[src/rtl/io_pwm_pkg.sv]
// Shared definitions for the dma_io LED PWM block: register map and channel modes.
// Latency: n/a (constants and types only).
// Backpressure: n/a.
package io_pwm_pkg;

  // Register word offsets relative to the block's base address
  localparam logic [13:0] OFS_CTRL     = 14'd0;
  localparam logic [13:0] OFS_PRESCALE = 14'd1;
  localparam logic [13:0] OFS_STATUS   = 14'd2;
  localparam logic [13:0] OFS_CH_BASE  = 14'd4;

  // Channel mode, CH_CFG[1:0]
  typedef enum logic [1:0] {
    MODE_OFF   = 2'b00,
    MODE_ON    = 2'b01,
    MODE_PWM   = 2'b10,
    MODE_BLINK = 2'b11
  } mode_e;

endpackage

[src/rtl/io_led_pwm_if.sv]
// dma_io bus slice seen by one read-chain member: write port plus read address / data chain.
// Latency: n/a (wires only).
// Backpressure: none; the bus has no stall signal.
//   master: CPU side, drives write strobe/address/data, read address and upstream read data.
//   slave : peripheral side, returns read data to the next chain member.
interface io_led_pwm_if;
  logic        we;
  logic [13:0] wadr;
  logic [15:0] wdata;
  logic [13:0] radr;
  logic [15:0] rdata_in;
  logic [15:0] rdata;

  modport master (
    output we, wadr, wdata, radr, rdata_in,
    input  rdata
  );

  modport slave (
    input  we, wadr, wdata, radr, rdata_in,
    output rdata
  );
endinterface

[src/rtl/io_pwm_chan.sv]
// One LED channel: mode decode, PWM compare against the shared period counter, blink divider.
// Latency: state is combinational from config and counters; bcnt/bstate update on the clk edge.
// Backpressure: none.
//   in : clk, rst, tick, wrap, pcnt, en, clr, mode, duty
//   out: state (logical LED state, before any pin inversion)
module io_pwm_chan
  import io_pwm_pkg::*;
#(
  parameter int unsigned PWM_W = 8
) (
  input  logic             clk,
  input  logic             rst,
  input  logic             tick,
  input  logic             wrap,
  input  logic [PWM_W-1:0] pcnt,
  input  logic             en,
  input  logic             clr,
  input  mode_e            mode,
  input  logic [PWM_W-1:0] duty,
  output logic             state
);

  logic [PWM_W-1:0] bcnt;
  logic             bstate;
  logic             blink_step;

  // wrap is already qualified by tick; the blink divider only runs while in blink
  // mode so that leaving and re-entering blink resumes from the held phase.
  assign blink_step = tick & wrap & (mode == MODE_BLINK);

  always_ff @(posedge clk or posedge rst) begin
    if (rst) begin
      bcnt   <= '0;
      bstate <= 1'b0;
    end else if (clr) begin
      bcnt   <= '0;
      bstate <= 1'b0;
    end else if (blink_step) begin
      // Half-period is duty+1 PWM periods
      if (bcnt == duty) begin
        bcnt   <= '0;
        bstate <= ~bstate;
      end else begin
        bcnt   <= bcnt + PWM_W'(1);
      end
    end
  end

  always_comb begin
    state = 1'b0;
    if (en) begin
      case (mode)
        MODE_OFF:   state = 1'b0;
        MODE_ON:    state = 1'b1;
        MODE_PWM:   state = (pcnt < duty);
        MODE_BLINK: state = bstate;
        default:    state = 1'b0;
      endcase
    end
  end

endmodule

[src/rtl/io_led_pwm.sv]
// Multi-channel LED driver on the dma_io bus: off/on/PWM/blink per channel from a shared prescaler.
// Latency: register write lands on the write edge; led_out reflects it one clk edge later.
// Backpressure: none; writes always accepted, reads are combinational with chain pass-through.
//   clk, rst : clock and asynchronous active-high reset
//   dma_io   : bus slave (write port, read address, read-data daisy chain)
//   led_out  : registered LED drive, NCH bits, inverted when ACTIVE_LOW
module io_led_pwm
  import io_pwm_pkg::*;
#(
  parameter int unsigned NCH        = 3,
  parameter int unsigned PWM_W      = 8,
  parameter logic [13:0] BASE_ADR   = 14'h3000,
  parameter bit          ACTIVE_LOW = 1'b0
) (
  input  logic           clk,
  input  logic           rst,
  io_led_pwm_if.slave    dma_io,
  output logic [NCH-1:0] led_out
);

  // ---------------- address decode ----------------
  logic [13:0] wr_off, rd_off;
  logic        wr_in_win, rd_in_win;
  logic        wr_ctrl, wr_pre;
  logic        clr;

  // Offsets are only meaningful at or above the base; the subtraction would
  // otherwise wrap an address below the window onto a mapped offset.
  assign wr_in_win = (dma_io.wadr >= BASE_ADR);
  assign rd_in_win = (dma_io.radr >= BASE_ADR);
  assign wr_off    = dma_io.wadr - BASE_ADR;
  assign rd_off    = dma_io.radr - BASE_ADR;

  assign wr_ctrl = dma_io.we & wr_in_win & (wr_off == OFS_CTRL);
  assign wr_pre  = dma_io.we & wr_in_win & (wr_off == OFS_PRESCALE);
  assign clr     = wr_ctrl & dma_io.wdata[1];

  // ---------------- global registers ----------------
  logic        en;
  logic [15:0] prescale;

  always_ff @(posedge clk or posedge rst) begin
    if (rst) begin
      en       <= 1'b0;
      prescale <= '0;
    end else begin
      if (wr_ctrl) en       <= dma_io.wdata[0];
      if (wr_pre)  prescale <= dma_io.wdata;
    end
  end

  // ---------------- prescaler and period counter ----------------
  logic [15:0]      pre_cnt;
  logic [PWM_W-1:0] pcnt;
  logic             tick, wrap;

  // >= rather than == so that shrinking PRESCALE below the running count
  // ticks immediately instead of waiting for a 16-bit rollover.
  assign tick = en & (pre_cnt >= prescale);
  assign wrap = tick & (pcnt == '1);

  always_ff @(posedge clk or posedge rst) begin
    if (rst) begin
      pre_cnt <= '0;
      pcnt    <= '0;
    end else if (clr) begin
      pre_cnt <= '0;
      pcnt    <= '0;
    end else begin
      if (tick)    pre_cnt <= '0;
      else if (en) pre_cnt <= pre_cnt + 16'd1;
      if (tick)    pcnt    <= pcnt + PWM_W'(1);
    end
  end

  // ---------------- channels ----------------
  logic [NCH-1:0]       ch_state;
  logic [NCH-1:0][15:0] ch_cfg_rd;

  for (genvar ch = 0; ch < NCH; ch++) begin : g_ch
    logic             wr_cfg;
    mode_e            mode_q;
    logic [PWM_W-1:0] duty_q;

    assign wr_cfg = dma_io.we & wr_in_win & (wr_off == OFS_CH_BASE + 14'(ch));

    always_ff @(posedge clk or posedge rst) begin
      if (rst) begin
        mode_q <= MODE_OFF;
        duty_q <= '0;
      end else if (wr_cfg) begin
        mode_q <= mode_e'(dma_io.wdata[1:0]);
        duty_q <= dma_io.wdata[PWM_W+7:8];
      end
    end

    // Only the stored fields read back; everything else is zero
    assign ch_cfg_rd[ch] = 16'({duty_q, 6'b0, mode_q});

    io_pwm_chan #(
      .PWM_W (PWM_W)
    ) u_chan (
      .clk   (clk),
      .rst   (rst),
      .tick  (tick),
      .wrap  (wrap),
      .pcnt  (pcnt),
      .en    (en),
      .clr   (clr),
      .mode  (mode_q),
      .duty  (duty_q),
      .state (ch_state[ch])
    );
  end

  // ---------------- read mux ----------------
  logic [15:0] status;
  logic [15:0] rdata;

  assign status = {8'(pcnt), 8'(ch_state)};

  always_comb begin
    rdata = dma_io.rdata_in;
    if (rd_in_win) begin
      if (rd_off == OFS_CTRL) begin
        rdata = {15'b0, en};
      end else if (rd_off == OFS_PRESCALE) begin
        rdata = prescale;
      end else if (rd_off == OFS_STATUS) begin
        rdata = status;
      end else begin
        for (int i = 0; i < NCH; i++) begin
          if (rd_off == OFS_CH_BASE + 14'(i)) rdata = ch_cfg_rd[i];
        end
      end
    end
  end

  assign dma_io.rdata = rdata;

  // ---------------- output register ----------------
  always_ff @(posedge clk or posedge rst) begin
    if (rst) led_out <= {NCH{ACTIVE_LOW}};
    else     led_out <= ch_state ^ {NCH{ACTIVE_LOW}};
  end

endmodule

[src/flat_wrapper.sv]
// flat-port wrapper written by rule: the top's interface ports become plain ports
module io_led_pwm_flat import io_pwm_pkg::*;
#(
  parameter int unsigned NCH        = 3,
  parameter int unsigned PWM_W      = 8,
  parameter logic [13:0] BASE_ADR   = 14'h3000,
  parameter bit          ACTIVE_LOW = 1'b0
)
  (clk, rst, led_out, dma_io_we, dma_io_wadr, dma_io_wdata, dma_io_radr, dma_io_rdata_in, dma_io_rdata);
  io_led_pwm_if dma_io_i ();
  input  logic clk;
  input  logic rst;
  output logic [NCH-1:0] led_out;
  input wire logic [$bits(dma_io_i.we)-1:0] dma_io_we;
  input wire logic [$bits(dma_io_i.wadr)-1:0] dma_io_wadr;
  input wire logic [$bits(dma_io_i.wdata)-1:0] dma_io_wdata;
  input wire logic [$bits(dma_io_i.radr)-1:0] dma_io_radr;
  input wire logic [$bits(dma_io_i.rdata_in)-1:0] dma_io_rdata_in;
  output wire logic [$bits(dma_io_i.rdata)-1:0] dma_io_rdata;
  assign dma_io_i.we = dma_io_we;
  assign dma_io_i.wadr = dma_io_wadr;
  assign dma_io_i.wdata = dma_io_wdata;
  assign dma_io_i.radr = dma_io_radr;
  assign dma_io_i.rdata_in = dma_io_rdata_in;
  assign dma_io_rdata = dma_io_i.rdata;
  io_led_pwm #(.NCH(NCH), .PWM_W(PWM_W), .BASE_ADR(BASE_ADR), .ACTIVE_LOW(ACTIVE_LOW)) u_core (.clk(clk), .rst(rst), .dma_io(dma_io_i), .led_out(led_out));
endmodule
[config.mk]
export PLATFORM = sky130hd
export DESIGN_NAME = io_led_pwm_flat
export DESIGN_NICKNAME = d
export VERILOG_FILES = /design/src/rtl/io_pwm_pkg.sv /design/src/rtl/io_led_pwm_if.sv /design/src/rtl/io_pwm_chan.sv /design/src/rtl/io_led_pwm.sv /design/src/flat_wrapper.sv
export SDC_FILE = /design/constraint.sdc
export NUM_CORES = 1
export LEC_CHECK = 0
export BUFFER_PORTS_ARGS = -buffer_cell sky130_fd_sc_hd__buf_4
export CORE_MARGIN = 2
export CORE_UTILIZATION = 23
export DETAILED_ROUTE_END_ITERATION = 6
export GPL_TIMING_DRIVEN = 0
export PLACE_DENSITY = 0.49
export SLEW_MARGIN = 10
export SYNTH_ARGS = -nofsm -noshare
export SYNTH_HDL_FRONTEND = slang
export SYNTH_SLANG_ARGS = --single-unit
[constraint.sdc]
create_clock -name clk -period 3.7 [get_ports clk]
set_input_delay 0.555 -clock clk [delete_from_list [all_inputs] [get_ports clk]]
set_output_delay 0.555 -clock clk [all_outputs]
set_load 0.02 [all_outputs]
## Word level (Yosys, flattened, before mapping)

Index checks and enable logic that the tools add are counted.

| word-level totals | value |
|---|---|
| flip-flop bits (word level) | 101 |
| input port bits | 63 |

| cells by class | value |
|---|---|
| add/subtract/negate cells | 7 |
| order comparisons | 6 |
| eq/ne operators | 22 |
| muxes and demuxes | 36 |
| bitwise gates (word level) | 16 |
| reductions and logical operators | 16 |

Operators with widths:

| cell | count |
|---|---|
| two-way mux 16 bit | 10 |
| two-way mux 8 bit | 11 |
| == test 14 x 3 -> 1 bit, second input constant | 6 |
| adder 8 x 1 -> 8 bit, second input constant | 4 |
| == test 14 x 1 -> 1 bit, second input constant | 2 |
| greater-or-equal comparator 14 bit, second input constant | 2 |
| logical NOT 14 bit | 2 |
| subtractor 14 bit, second input constant | 2 |
| == test 8 bit | 3 |
| < comparator 8 bit | 3 |
| adder 16 x 1 -> 16 bit, second input constant | 1 |
| greater-or-equal comparator 16 bit | 1 |
| == test 14 x 2 -> 1 bit, second input constant | 1 |
| nonzero test 2 bit | 7 |
| bitwise AND 1 bit | 13 |
| == test 2 bit, second input constant | 6 |
| two-way mux 1 bit | 12 |
| case mux 1 bit (4 select lines) | 3 |
| == test 8 bit, second input constant | 1 |
| == test 2 x 1 -> 1 bit, second input constant | 3 |
| logical NOT 2 bit | 3 |
| AND reduction 2 bit | 3 |
| inverter 1 bit | 3 |
| nonzero test 3 bit | 1 |

## Depth between registers and ports, before layout

| depth | value |
|---|---|
| depth in word-level cells | 9 |
| depth in mapped cells | 11 |

## Hierarchy

From an unflattened synthesis, not the netlist that was laid out.

| unflattened totals | value |
|---|---|
| cell total of the unflattened synthesis | 711 |
| area, all modules | 6,937.9 µm² |

Modules (own cells, without submodules):

| module | instances | cells each | area each (µm²) |
|---|---|---|---|
| io_led_pwm | 1 | 435 | 4,449.3 |
| io_pwm_chan | 3 | 92 | 829.5 |

## Least setup slack after synthesis

No wires, ideal clock.

| timing | value |
|---|---|
| path kind | input to output |
| from | input port dma_io_radr[9] |
| to | output port dma_io_rdata[14] |
| arrival | 2,351 ps |
| path slack | 794 ps |
| stages | 6 |
| path buffers | 0 |
| cell sequence | or4_4 nor4_4 nand2b_2 a21oi_1 o31ai_1 o21ai_0 |

| between the ends | value |
|---|---|
| word-level cells in the longest chain between the ends | 9 |

Ends and longest elaborated chain:

| item | line | source |
|---|---|---|
| from (decl) | flat_wrapper.sv:17 | `input wire logic [$bits(dma_io_i.radr)-1:0] dma_io_radr;` |
| subtractor 14 bit | io_led_pwm.sv:32 | `assign rd_off = dma_io.radr - BASE_ADR;` |
| == test 14 x 3 -> 1 bit | io_led_pwm.sv:133 | `if (rd_off == OFS_CH_BASE + 14'(i)) rdata = ch_cfg_rd[i];` |
| two-way mux 16 bit (3 in series) | io_led_pwm.sv:133 |  |
| two-way mux 16 bit | io_led_pwm.sv:129 | `end else if (rd_off == OFS_STATUS) begin` |
| two-way mux 16 bit | io_led_pwm.sv:127 | `end else if (rd_off == OFS_PRESCALE) begin` |
| two-way mux 16 bit | io_led_pwm.sv:125 | `if (rd_off == OFS_CTRL) begin` |
| two-way mux 16 bit (*) | io_led_pwm.sv:124 | `if (rd_in_win) begin` |
| to (decl) | flat_wrapper.sv:19 | `output wire logic [$bits(dma_io_i.rdata)-1:0] dma_io_rdata;` |

Mark *: on every way between the ends. The rest lies on a longest branch, timed or not.

## Worst setup path after layout

| timing | value |
|---|---|
| from | input port dma_io_radr[9] |
| to | output port dma_io_rdata[12] |

The elaborated chain is that of the path after synthesis.

==> flow_summary.rst <==
.. list-table::
   :header-rows: 1

   * - Metric
     - Value
   * - Combinational family with the most area after synthesis
     - simple AND/OR/NAND/NOR gates
   * - Class of the tightest hold or removal check
     - in2async
   * - Total grt overflow
     - 0
   * - Sort of element at the end of the critical path
     - primary output
   * - Leak pwr
     - 3.512 nW
   * - Arrival time at the worst endpoint
     - 2940 ps
   * - Most frequent cells in the layout
     - sky130_fd_sc_hd__dfrtp_1 (101), sky130_fd_sc_hd__buf_4 (80), sky130_fd_sc_hd__nand2_1 (77)
   * - Post-Route WL
     - 24,680 um
   * - Diodes inserted
     - 0
   * - Standard-cell row count
     - 63
   * - Simple logic cell fraction of the synthesized area
     - 23.70%
   * - Detailed-route via count
     - 6,438
   * - Total clock buffers created by CTS
     - 9
   * - Netlist cell types
     - 68
   * - Synthesized flop and latch total
     - 101
   * - Effective utilization at floorplan
     - 23.19%
   * - Fill count
     - 3,209
   * - I/O Buffers
     - 80
   * - Number of synthesis warnings
     - 0
   * - Clock skew after layout
     - 11.18 ps
   * - Min setup slack post-route
     - 208.9 ps
   * - Core area
     - 29,480 um2
   * - Fraction of layout cells with a size suffix above 1
     - 16.69%
   * - Die W
     - 176.4 um
   * - Number of standard cells after synthesis
     - 790
   * - Mean Syn Cell Area
     - 8.654 um2
   * - Clock sink count
     - 101
   * - Number of setup violations in the final report
     - 0
   * - 1st-iter DRT viols
     - 548
   * - Total GRT Usage
     - 16.05%
   * - Slew margin rel.
     - 31.30%
   * - Number of search-and-repair iterations in the first detailed-routing pass
     - 5
   * - H-tree Lvls
     - 3
   * - Routed WL per cell
     - 19.33 um
   * - # Max-Cap Violations
     - 0
   * - Per-cell via count in the routed design
     - 5.042
   * - Worst IR Drop VDD
     - 209.3 uV
   * - Status
     - complete, no violations
   * - R2R depth
     - 8
   * - Pin count of the biggest net entering global routing
     - 53
   * - Detail Route met3 WL
     - 1520 um
   * - Net count of the mapped netlist
     - 895
   * - Post-synthesis compound-gate area fraction
     - 19.05%
   * - Crit start category
     - input pin
   * - Clock latency of the later-clocked register in the worst-skew pair
     - 360 ps
   * - Total placed cells including tap cells
     - 1,261
   * - Number of pins with negative max-slew slack in the final report
     - 0
   * - Most common library cell in the layout ignoring fill and taps
     - sky130_fd_sc_hd__dfrtp_1
   * - Fraction of registers with async set or reset after synthesis
     - 100.0%
   * - Transition time of the tightest slew-check pin
     - 1024 ps
   * - Reg-to-reg critical path startpoint
     - u_core.pre_cnt[5]$_DFFE_PP0P_
   * - Adder-cell area share of the yosys netlist
     - 7.687%
   * - Top routing layer in use
     - met4
   * - Register area
     - 2527 um2
   * - Clock transition at path regs
     - 80 ps
   * - Non-Filler Instances
     - 1,277
   * - Required time at the endpoint of the critical path
     - 3140 ps
   * - Via count of the first global-routing pass
     - 6,104
   * - Worst setup slack for register-to-register paths
     - 500 ps
   * - DR DRC count
     - 0
   * - Placement Setup Slack
     - 185.6 ps
   * - Number of failing hold endpoints at the final stage
     - 0
   * - First-pass GRT wire length
     - 37,740 um
   * - Xor-xnor portion of the synthesized cell area
     - 4.612%
   * - Height of the die
     - 176.4 um
   * - Total number of nets in the final design
     - 987
   * - Maximum fanout along the worst path
     - 8
   * - Setup repair after global routing missed its margin
     - false
   * - TritonCTS clock tree
     - built
   * - Capturing point of the worst reg2reg path
     - u_core.g_ch[1].u_chan.bcnt[3]$_DFFE_PP0P_
   * - Initial antenna violation count
     - 0
   * - Area growth from synthesis to layout
     - 21.21%
   * - Primary FF master, synth
     - sky130_fd_sc_hd__dfrtp_1
   * - Multiplexer share of the synthesized area
     - 3.001%
   * - Area of the multi-input gates
     - 3980 um2
   * - Top-Level Pins
     - 82
   * - Power per unit of standard cell area
     - 284.7 nW/um2
   * - Post-synth EDFFs
     - 0
   * - Portion of the post-synthesis area used by sequential elements
     - 36.97%
   * - Share of the clock period used by the worst path after layout
     - 94.35%
   * - Clock root buffer
     - sky130_fd_sc_hd__clkbuf_16
   * - Met2 wire len
     - 10,520 um
   * - Area of the mapped netlist
     - 6837 um2
   * - Met1 wire length
     - 11,950 um
   * - Kind of critical path
     - in2out
   * - Time the worst path needs with I/O delays and setup
     - 3491 ps
   * - Maximum clock rate
     - 286.4 MHz
   * - Final weighted congestion in routability-driven placement
     - 0.8934
   * - Detail Placement HPWL
     - 18,690 um
   * - Die area
     - 31,120 um2
   * - Clock buffer depth
     - 2
   * - Post-route antenna net violation count
     - 0
==> critical path, cell delays in order <==
cell and delay, ps:
sky130_fd_sc_hd__buf_4 110, sky130_fd_sc_hd__or4_4 590, sky130_fd_sc_hd__nor4_4 520, sky130_fd_sc_hd__nand3_1 340, sky130_fd_sc_hd__a211oi_1 380, sky130_fd_sc_hd__o21ai_0 230, sky130_fd_sc_hd__buf_4 210
==> power by group <==
group | switching, mW | internal [mW]
Sequential | 0.00154 | 1.10
Combinational | 0.129 | 0.0858
Clock | 0.495 | 0.544
Total | 0.626 | 1.73
==> Yosys cell counts (9+ instances only) <==
library cell               number  share of area, %
sky130_fd_sc_hd__o21ai_0       74               5.4
sky130_fd_sc_hd__a21oi_1       63               4.6
sky130_fd_sc_hd__nor3_1        10              0.73
sky130_fd_sc_hd__nor2_1        62               3.4
sky130_fd_sc_hd__o31ai_1       24               2.6
sky130_fd_sc_hd__or3_1          9              0.82
sky130_fd_sc_hd__nand4_1       22               2.0
sky130_fd_sc_hd__inv_1         56               3.1
sky130_fd_sc_hd__and3_1         9              0.82
sky130_fd_sc_hd__xnor2_1       29               3.7
sky130_fd_sc_hd__mux2_2        16               2.6
sky130_fd_sc_hd__clkbuf_1      16              0.88
sky130_fd_sc_hd__nand3_1       31               2.3
sky130_fd_sc_hd__nand2_1       77               4.2
sky130_fd_sc_hd__nand4b_1      14               1.8
sky130_fd_sc_hd__dfrtp_1      101                37
sky130_fd_sc_hd__ha_1          42               7.7
==> cells by family after synthesis <==
kind of cell,count (synthesis)
adder cells (fa/ha/maj),42
AO/OA/AOI/OAI,217
multiplexers,18
flip-flops,101
XOR/XNOR,36
buffers and inverters,83
AND/OR/NAND/NOR,293
==> cell type report <==
| type | count | area share, % |
|---|---|---|
| multi-input cells | 606 | 48.03 |
| flip-flops and latches | 101 | 30.50 |
| repair buffers | 81 | 7.580 |
| well taps | 390 | 5.889 |
| clock buffers | 9 | 2.718 |
| inverters | 56 | 2.597 |
| plain buffers | 27 | 1.570 |
| clock inverters | 7 | 1.117 |
==> routing by layer <==
metal | GRT usage (%) | vias up
met1 | 23.59 | 3098
met2 | 23.71 | 247
met3 | 2.519 | 39
li1 | - | 3054
met5 | 0 | -
met4 | 5.579 | 0
==> sequential cells by signal (all words and copies together), names as in the netlist, 3 cells and up <==
signal / cells
u_core.g_ch.mode_q: 6
u_core.g_ch.u_chan.bstate: 3
u_core.pcnt: 8
u_core.pre_cnt: 16
u_core.prescale: 16
u_core.led_out: 3
u_core.g_ch.u_chan.bcnt: 24
u_core.g_ch.duty_q: 24
==> through the flow <==
stage          utilization (%)  setup TNS (ps)  power [mW]  instance area [um2]  hold WS, ps
2_1_floorplan                -               0       1.215                 6837        507.9
3_3_place_gp             26.88         -103120       1.337                 7925        536.7
3_5_place_dp             26.99               0       1.341                 7958        545.5
4_1_cts                  28.07               0       2.385                 8275        235.2
5_1_grt                  28.11               0       2.447                 8287        258.7
6_report                 28.11               0       2.359                 8287        219.9
==> how the worst max path moves through the flow <==
| stage | depth (start not counted) | slack [ps] | end | startpoint |
|---|---|---|---|---|
| after CTS | 7 | 190 | dma_io_rdata[2] | dma_io_radr[9] |
| after global routing | 8 | 110 | dma_io_rdata[1] | dma_io_radr[9] |
| final | 7 | 210 | dma_io_rdata[12] | dma_io_radr[9] |
| after global placement | 2 | -1030 | u_core.g_ch[1].u_chan.bcnt[6]$_DFFE_PP0P_ | rst |
| after floorplan | 1 | 500 | u_core.en$_DFFE_PP0P_ | rst |
| after detailed placement | 7 | 190 | dma_io_rdata[2] | dma_io_radr[9] |
==> what timing repair did <==
action / CTS / global route
hold buffers: 0 / 0
buffers inserted: 0 / 0
gates resized for setup: 0 / 1
endpoints found under the setup margin: 0 / 3
(Power assumes the default switching activity.)
